### config.mk
export PLATFORM = sky130hd
export DESIGN_NAME = tis_exec
export DESIGN_NICKNAME = d
export VERILOG_FILES = /design/src/rtl/tis_exec.sv
export SDC_FILE = /design/constraint.sdc
export NUM_CORES = 1
export LEC_CHECK = 0
export CORE_UTILIZATION = 41
export CTS_BUF_LIST = sky130_fd_sc_hd__clkbuf_16
export CTS_CLUSTER_DIAMETER = 120
export DETAILED_ROUTE_END_ITERATION = 12
export PLACE_DENSITY_LB_ADDON = 0.2
export RECOVER_POWER = 100
export SLEW_MARGIN = 5
export SYNTH_ARGS = -nofsm -noshare
export SYNTH_HDL_FRONTEND = slang
export SYNTH_SLANG_ARGS = --single-unit
### constraint.sdc
create_clock -name clk -period 3.25 [get_ports clk]
set_input_delay 0.8125 -clock clk [delete_from_list [all_inputs] [get_ports clk]]
set_output_delay 0.8125 -clock clk [all_outputs]
set_load 0.02 [all_outputs]
### src/rtl/tis_exec.sv
// -----------------------------------------------------------------------------
// tis_exec
// Execute/sequencer stage of a TIS-100 node. It accepts one decoded
// instruction at a time and resolves its operand (immediate, ACC, NIL or the
// blocking input port). It then performs saturating arithmetic and drives the
// downstream register file's write/swap/save strobes. MOV to the output port
// blocks on a valid/ready handshake.
//
// Ports
//   clk, rst                      clock (rising edge), async active-high reset
//   instr_valid/instr_ready       instruction handshake
//   instr_op, instr_src, instr_imm decoded instruction fields
//   acc                           current ACC value from the register file
//   rf_write/rf_swap/rf_save      one-cycle register-file strobes (COMMIT only)
//   rf_write_data                 value written to ACC when rf_write is high
//   in_valid/in_ready/in_data     blocking input port
//   out_valid/out_ready/out_data  blocking output port
// -----------------------------------------------------------------------------
module tis_exec #(
   parameter int WORD_W  = 11,
   parameter int SAT_MAX = 999
) (
   input  logic              clk,
   input  logic              rst,
   input  logic              instr_valid,
   output logic              instr_ready,
   input  logic [2:0]        instr_op,
   input  logic [1:0]        instr_src,
   input  logic [WORD_W-1:0] instr_imm,
   input  logic [WORD_W-1:0] acc,
   output logic              rf_write,
   output logic              rf_swap,
   output logic              rf_save,
   output logic [WORD_W-1:0] rf_write_data,
   input  logic              in_valid,
   output logic              in_ready,
   input  logic [WORD_W-1:0] in_data,
   output logic              out_valid,
   input  logic              out_ready,
   output logic [WORD_W-1:0] out_data
);

   typedef enum logic [1:0] {S_READY, S_RD_WAIT, S_COMMIT, S_WR_WAIT} state_t;

   localparam logic [2:0] OP_NOP = 3'd0;
   localparam logic [2:0] OP_MOV = 3'd1;
   localparam logic [2:0] OP_ADD = 3'd2;
   localparam logic [2:0] OP_SUB = 3'd3;
   localparam logic [2:0] OP_NEG = 3'd4;
   localparam logic [2:0] OP_SWP = 3'd5;
   localparam logic [2:0] OP_SAV = 3'd6;
   localparam logic [2:0] OP_OUT = 3'd7;

   localparam logic [1:0] SRC_IMM  = 2'd0;
   localparam logic [1:0] SRC_ACC  = 2'd1;
   localparam logic [1:0] SRC_PORT = 2'd3;

   // Arithmetic runs one bit wider than a word so that sums cannot wrap
   // before they are clamped.
   localparam logic signed [WORD_W:0] SAT_HI = (WORD_W+1)'(SAT_MAX);
   localparam logic signed [WORD_W:0] SAT_LO = -SAT_HI;

   function automatic logic signed [WORD_W:0] ext(input logic [WORD_W-1:0] v);
      return {v[WORD_W-1], v};
   endfunction

   function automatic logic [WORD_W-1:0] sat(input logic signed [WORD_W:0] v);
      if (v > SAT_HI) return SAT_HI[WORD_W-1:0];
      if (v < SAT_LO) return SAT_LO[WORD_W-1:0];
      return v[WORD_W-1:0];
   endfunction

   function automatic logic [WORD_W-1:0] execute(input logic [2:0]        op,
                                                 input logic [WORD_W-1:0] a,
                                                 input logic [WORD_W-1:0] opnd);
      logic [WORD_W-1:0] r;
      r = '0;
      case (op)
         OP_MOV, OP_OUT: r = opnd;
         OP_ADD:         r = sat(ext(a) + ext(opnd));
         OP_SUB:         r = sat(ext(a) - ext(opnd));
         OP_NEG:         r = sat(-ext(a));
         default:        r = '0;
      endcase
      return r;
   endfunction

   function automatic state_t after_exec(input logic [2:0] op);
      if (op == OP_NOP) return S_READY;
      if (op == OP_OUT) return S_WR_WAIT;
      return S_COMMIT;
   endfunction

   state_t            state, next_state;
   logic [2:0]        op_q, next_op;
   logic [WORD_W-1:0] data_q, next_data;
   logic [WORD_W-1:0] operand;

   // NOTE: every variable written here gets a default first, so no path can
   // leave one unassigned and infer a latch.
   always_comb begin
      next_state = state;
      next_op    = op_q;
      next_data  = data_q;
      operand    = '0;
      case (state)
         S_READY: begin
            if (instr_valid) begin
               next_op = instr_op;
               if (instr_src == SRC_PORT &&
                   instr_op inside {OP_MOV, OP_ADD, OP_SUB, OP_OUT}) begin
                  next_state = S_RD_WAIT;
               end else begin
                  case (instr_src)
                     SRC_IMM: operand = sat(ext(instr_imm));
                     SRC_ACC: operand = acc;
                     default: operand = '0;   // NIL, or PORT on an op that ignores src
                  endcase
                  next_data  = execute(instr_op, acc, operand);
                  next_state = after_exec(instr_op);
               end
            end
         end
         S_RD_WAIT: begin
            if (in_valid) begin
               operand    = sat(ext(in_data));
               next_data  = execute(op_q, acc, operand);
               next_state = after_exec(op_q);
            end
         end
         S_COMMIT:  next_state = S_READY;
         S_WR_WAIT: if (out_ready) next_state = S_READY;
         default:   next_state = S_READY;
      endcase
   end

   // NOTE: sequential state uses non-blocking assignments so every register
   // samples the pre-edge values of the others.
   always_ff @(posedge clk or posedge rst) begin
      if (rst) begin
         state    <= S_READY;
         op_q     <= OP_NOP;
         data_q   <= '0;
         rf_write <= 1'b0;
         rf_swap  <= 1'b0;
         rf_save  <= 1'b0;
      end else begin
         state    <= next_state;
         op_q     <= next_op;
         data_q   <= next_data;
         // Strobes are flops loaded on entry to COMMIT, and COMMIT always
         // lasts one cycle. Each strobe is therefore a clean single pulse.
         rf_write <= (next_state == S_COMMIT) &&
                     (next_op inside {OP_MOV, OP_ADD, OP_SUB, OP_NEG});
         rf_swap  <= (next_state == S_COMMIT) && (next_op == OP_SWP);
         rf_save  <= (next_state == S_COMMIT) && (next_op == OP_SAV);
      end
   end

   assign instr_ready   = (state == S_READY);
   assign in_ready      = (state == S_RD_WAIT);
   assign out_valid     = (state == S_WR_WAIT);
   // data_q only changes when an instruction executes, so the output word
   // stays stable for as long as WR_WAIT waits for out_ready.
   assign out_data      = data_q;
   assign rf_write_data = data_q;

endmodule
==> results of run 1 <==
-- per-layer routing --
layer,vias to the layer above,part of all wire
li1,3736,-
met1,3848,0.44
met2,293,0.46
met3,56,0.063
met4,0,0.037
met5,-,0
-- where the power goes --
group          switching (mW)  internal [mW]  total (mW)  leakage [nW]
clock network          0.0939          0.165       0.259        0.0409
logic                    1.56           1.47        3.03          4.20
registers               0.114          0.314       0.428         0.247
total                    1.77           1.95        3.72          4.49
-- through the flow --
| step | TNS, ps | hold WS, ps | power, mW |
|---|---|---|---|
| after floorplan | -15120 | 625.1 | 1.863 |
| after global placement | -26790 | 512.6 | 3.030 |
| after detailed placement | -27890 | 516.5 | 3.076 |
| after CTS | -18130 | 533.3 | 3.528 |
| after global routing | -20090 | 545.1 | 3.954 |
| final | -18210 | 521.7 | 3.717 |
-- registers in the layout, indices dropped and copies added (netlist names) --
signal,flops
out_data,11
state,2
rf_swap,1
rf_save,1
op_q,3
rf_write,1
-- layout make-up --
cell class,count,share of cell area
clock buffers,3,0.007551
clock inverters,1,0.0005034
inverters,59,0.02228
multi-input cells,681,0.5797
flip-flops and latches,19,0.04782
well taps,180,0.02265
repair buffers,390,0.3195
-- cell families (layout without fill, tap and decap cells) --
kind of cell | after synthesis | in the layout
flops | 19 | 19
compound gates | 276 | 276
mux | 7 | 7
simple gates | 317 | 317
xor+xnor | 25 | 25
buf+inv | 108 | 453
fa+ha+maj | 56 | 56
-- synthesized netlist by cell type, types with 11 or more instances --
| library cell | n |
|---|---|
| nor4_1 | 12 |
| nor2_1 | 60 |
| clkbuf_1 | 23 |
| nand2b_1 | 16 |
| nor3_1 | 26 |
| buf_4 | 16 |
| a211oi_1 | 17 |
| ha_1 | 51 |
| xnor2_1 | 18 |
| nand4_1 | 13 |
| nor2b_1 | 38 |
| o21ai_0 | 29 |
| a21oi_1 | 55 |
| nand3_1 | 18 |
| inv_1 | 57 |
| nand2_1 | 57 |
| dfrtp_1 | 19 |
| and2_1 | 12 |
| o22ai_1 | 13 |
| nor3b_1 | 12 |
| a21o_1 | 11 |
| o31ai_1 | 15 |
-- worst max path at each step --
stage / startpoint / to / slack (ps)
floorplan: instr_imm[9] / out_data[7] / -1450
global placement: instr_imm[9] / out_data[5] / -2650
detailed placement: instr_imm[9] / out_data[5] / -2710
CTS: instr_imm[7] / out_data[5] / -1740
global route: instr_imm[7] / out_data[5] / -1910
finish: instr_imm[7] / out_data[3] / -1720
-- critical path, cell delays in order --
cell and delay [ps]:
buf_6 90, or4_4 530, o31ai_4 300, ha_4 210, nor2_1 60, o31ai_2 230, nand2b_1 180, ha_1 390
nor2_4 200, o211ai_1 190, buf_4 200, a211oi_4 340, o21ai_2 120, buf_6 140, a22oi_2 130, a22oi_2 130
buf_4 170, a2111o_1 370, a211oi_2 220, o22ai_1 90
-- repair_timing --
item / CTS / global route
buffers inserted: 23 / 15
resized for setup: 112 / 83
setup endpoints to repair: 11 / 11
pin swaps: 58 / 49
cloned: 0 / 1
==> results.toml, run 1 <==
[global_routing]
grt_usage = 0.3585
grt_max_degree = 20
grt_pass1_vias = 7598
antenna_found_initial = 0
grt_util_met2 = 0.5876
grt_pass1_wl_mm = 40.59
grt-busiest-layer = "met2"
gr-usage-met1 = 0.4837
use_met3 = 0.03632
overflow = 0

[floorplanning]
die_area_um2 = 14590
die_h_um = 120.8
ioPinCount = 71
core_area_um2 = 13830
start_util = 0.4184
row_count = 43
die_w_um = 120.8

[layout]
ff_latch_area_um2 = 475.5
multiInputGateArea_um2 = 5763
utilization = 0.7190
area_delta_synth_final_pct = 71.84
fillers = 1135
drive_gt1_frac = 0.4363
layout_common_cells = "buf_4 (307), nand2_1 (55), nor2_1 (52), inv_1 (52), a21oi_1 (50)"
finalNetCount = 1252
final_cell_count_no_fill = 1333
fin_area_um2 = 9942
antennaDiodeCount = 0
layout.cells.most_common = "buf_4"

[worst_setup_path]
reg2reg_depth = 6
r2r-end = "out_data[5]"
worstPathRequired_ps = 3380
end_kind = "flop"
path_class = "in2reg"
cp-start-kind = "input pin"
worstPathArrival_ps = 5110
crit_fanout = 6
r2r_setup_slack_ps = 990
r2r_start = "state[0]"

[sta]
fmax_mhz = 201.0
final.setup.worst_slack_ps = -1724
finalHoldViolCount = 0
period_share = 1.531
max_slew_margin = 0.3002
worst_pin_slew_ps = 1044
finalCriticalPeriod_ps = 4974
rsz0062_at_grt = "yes"
drv_slew = 0
setup_viol = 11
clock_skew_ps = 3.427

[placed_design]
dpl_worst_slack_ps = -2706
dpl.hpwl_mm = 21.54
dpl_cell_area_um2 = 8760
place.gp.congestion = 1.047
placed_cells = 1291
io_buffers = 70

[synth]
synth_top_area_frac = 0.1103
synthAdderAreaFrac = 0.1259
synth-compound-area-share = 0.3516
synth_cell_types = 93
yosysSeqAreaShare = 0.08218
synth-async-reset-ratio = 1.000
syn_avg_cell_area_um2 = 7.160
yosys-top-cells-area = "ha_1 (11%), dfrtp_1 (8.2%), a21oi_1 (4.8%)"
synth_xor_xnor_area_share = 0.03785
synth_simple_gate_area_share = 0.3043
ys_seq_elements = 19
synth_top_family_by_area = "compound AO/OA/AOI/OAI gates"
synth_edf_count = 0
syn_inst = 808
yosysWarnings = 0
synth-main-ff-cell = "dfrtp_1"
synth.area.mux_share = 0.01471
synth_top_cell_by_area = "ha_1"
syn_nets = 906
syn-cell-area_um2 = 5786

[hold_path]
hold_depth = 2
hold_path_class = "reg2reg"
whs_endpoint = "out_data[9]"
hold_start = "out_data[9]"

[power_and_ir_drop]
power_leakage_nw = 4.486
power_density_nw_per_um2 = 373.9
peakVddDrop_mv = 0.2360

[flow_run]
cap_violations = 0

[detailed_routing]
vias_per_cell = 5.951
drt_pre_antenna_iters = 5
num_vias = 7933
route.detailed.drc = 0
antenna_left = 0
drt-total-wl_mm = 26.85
drtIter0Drc = 591
wl_per_cell_um = 20.14

[clock_tree]
cts.sinks = 19
cts_hold_buf = 0
tritoncts = "yes"
cts_buffers = 3
clock_latency_ps = 260
cts_htree_levels = 1
cts-root-buf = "clkbuf_16"
clockBufferDepth = 2
path_clk_slew_ps = 60

[run_status]
status = "finished with violations"
violations = "negative setup slack"
Power figures use the tool's default switching activity.
==> run 2: changes to the inputs <==
--- a/config.mk
+++ b/config.mk
@@ -5,6 +5,7 @@
 export SDC_FILE = /design/constraint.sdc
 export NUM_CORES = 1
 export LEC_CHECK = 0
+export CAP_MARGIN = 20
 export CORE_UTILIZATION = 41
 export CTS_BUF_LIST = sky130_fd_sc_hd__clkbuf_16
 export CTS_CLUSTER_DIAMETER = 120
==> results of run 2 <==
No change in the layout: final DEF, timing and power equal those of run 1.
==> run 3: changes to the inputs <==
--- a/config.mk
+++ b/config.mk
@@ -12,6 +12,8 @@
 export DETAILED_ROUTE_END_ITERATION = 12
 export PLACE_DENSITY_LB_ADDON = 0.2
 export RECOVER_POWER = 100
+export REMOVE_ABC_BUFFERS = 1
+export SETUP_SLACK_MARGIN = 0.05
 export SLEW_MARGIN = 5
 export SYNTH_ARGS = -nofsm -noshare
 export SYNTH_HDL_FRONTEND = slang
==> run 3 against run 2 <==
  * Cell count is 1.4% higher
  * Critical path type unchanged
  * Largest cell class unchanged
  * Sequential power about the same
  * Maximum frequency fell by 0.21%
  * The run still ends with negative setup slack left
  * First-iteration DRC count rose by 21%
  * Clock-buffer cell count is the same
==> results.toml, run 3 (synthesis gave the netlist of run 1 again) <==
[run_status]
status = "finished with violations"
violations = "negative setup slack"

[floorplanning]
start_util = 0.4184
die_area_um2 = 14590
core_area_um2 = 13830
row_count = 43
ioPinCount = 71
die_w_um = 120.8
die_h_um = 120.8

[sta]
final.setup.worst_slack_ps = -1734
fmax_mhz = 200.6
clock_skew_ps = 2.267
worst_pin_slew_ps = 1184
whs_ps = 548.5
period_share = 1.534
drv_slew = 0
rsz0062_at_grt = "yes"
max_slew_margin = 0.2043
finalCriticalPeriod_ps = 4984
setup_viol = 11
finalHoldViolCount = 0

[clock_tree]
cts_hold_buf = 0
cts_htree_levels = 1
cts-root-buf = "clkbuf_16"
clock_latency_ps = 250
tritoncts = "yes"
clockBufferDepth = 2
cts_buffers = 3
cts.sinks = 19
path_clk_slew_ps = 50

[placed_design]
dpl.hpwl_mm = 18.64
place.gp.congestion = 1.007
io_buffers = 70
dpl_cell_area_um2 = 8597

[global_routing]
grt_max_degree = 20
overflow = 0
grt_usage = 0.3286
grt_pass1_wl_mm = 38.22
grt_pass1_vias = 7550
antenna_found_initial = 0

[worst_setup_path]
path_class = "in2reg"
cpMaxStageDelayCell = "or4_4"
cp-start-kind = "input pin"
cp_top_family = "compound AO/OA/AOI/OAI gates"
r2r-end = "out_data[2]"
r2r_setup_slack_ps = 910
r2r_start = "state[0]"
worstPathRequired_ps = 3370
cpMostUsedCell = "buf_6"
crit_chain = "buf_6 > or4_4 > o31ai_2 > ha_1 > buf_6 > inv_4 > buf_6 > a21o_1 > buf_6 > ha_4 > buf_12 > nand2b_4 > a211oi_4 > or4_4 > o2111ai_4 > buf_4 > a2111oi_4 > a32oi_4 > buf_4 > nor3b_1 > nor4b_2 > o22ai_1"
reg2reg_depth = 6
crit_fanout = 7
end_kind = "flop"
worstPathArrival_ps = 5100
slowest_delay_ps = 520
critical_path_buf_inv_count = 8

[layout]
largest_reg_flops = 11
antennaDiodeCount = 0
drive_gt1_frac = 0.4261
utilization = 0.7183
fin_area_um2 = 9932
layout.cells.most_common = "buf_4"
area_delta_synth_final_pct = 71.67
finalNetCount = 1270
layout_common_cells = "buf_4 (323), nand2_1 (57), inv_1 (54)"

[detailed_routing]
antenna_left = 0
num_vias = 8037
drt-total-wl_mm = 25.07
drt_pre_antenna_iters = 6
vias_per_cell = 5.949
route.detailed.drc = 0
wl_per_cell_um = 18.55
drtIter0Drc = 717

[flow_run]
cap_violations = 0

[power_and_ir_drop]
switching_share = 0.4678
power_frac_comb = 0.817
power.switching_mw = 1.737
power_density_nw_per_um2 = 373.9
peakVddDrop_mv = 0.3099
power_leakage_nw = 4.516
pwr-share-seq = 0.116
pwr-share-clk = 0.067
p_int_mw = 1.976

[hold_path]
hold_start = "out_data[9]"
hold_depth = 2
whs_endpoint = "out_data[9]"
hold_path_class = "reg2reg"
## run 3: cell types whose count changed in the layout (fill, tap and decap cells not counted), moves of 4 or more
| cell | delta |
|---|---|
| nor2b_2 | -6 |
| nor3_1 | +5 |
| clkdlybuf4s50_1 | -4 |
| nor3_2 | -5 |
| nor2b_1 | +7 |
| buf_4 | +16 |
| buf_6 | +4 |
| ha_4 | +5 |
## run 3: how the worst max path moves through the flow
stage / slack (ps) / depth (start not counted) / from / endpoint
3_3_place_gp: -2430 / 17 / instr_imm[9] / out_data[5]
6_report: -1730 / 22 / in_data[5] / out_data[2]
5_1_grt: -1890 / 22 / in_data[5] / out_data[4]
4_1_cts: -1610 / 19 / in_data[5] / out_data[3]
3_5_place_dp: -2520 / 17 / instr_imm[9] / out_data[5]
2_1_floorplan: -1820 / 15 / instr_imm[6] / out_data[5]
## run 3: area by class of cell
type | instances | area, um^2
multi-input cells | 681 | 5654
fillers | 1064 | 3895
repair buffers | 408 | 3274
flip-flops and latches | 19 | 475.5
well taps | 180 | 225.2
inverters | 59 | 224.0
clock buffers | 3 | 75.07
clock inverters | 1 | 3.754
## run 3: power groups by stage
stage	clock, mW	sequential [mW]	combinational [mW]
4_1_cts	0.251	0.432	2.85
2_1_floorplan	0	0.544	1.15
3_5_place_dp	0	0.436	2.52
5_1_grt	0.258	0.443	3.21
3_3_place_gp	0	0.429	2.49
6_report	0.248	0.431	3.03
## run 3: worst reg2reg max path: cells and delay by family, from the launching register on
| family | cells | cell delay (ps) |
|---|---|---|
| buffers and inverters | 1 | 90 |
| and+or+nand+nor | 1 | 970 |
| AOI/OAI and AO/OA | 4 | 740 |
| DFF | 1 | 470 |
## run 3: metrics by stage
| step | total power [mW] | cells | worst slack [ps] | setup TNS, ps |
|---|---|---|---|---|
| detailed placement | 2.959 | 1295 | -2518 | -26630 |
| finish | 3.713 | 1351 | -1734 | -18200 |
| floorplan | 1.690 | 759 | -1825 | -18820 |
| global route | 3.915 | 1351 | -1894 | -19870 |
| global placement | 2.923 | 1295 | -2430 | -25850 |
| CTS | 3.528 | 1335 | -1611 | -16520 |
## run 3: layer usage
metal	vias to the layer above	GRT usage	wire, um
met1	3813	0.4340	10810
met5	-	0	0
met2	377	0.5427	11640
li1	3782	-	-
met4	0	0.1235	886
met3	65	0.04245	1730
## run 3: what timing repair did
action | CTS | global route
buffers inserted | 35 | 16
pin swaps | 83 | 40
cloned | 1 | 0
gates resized for setup | 164 | 43
hold endpoints to repair | 0 | 0
endpoints found under the setup margin | 11 | 11
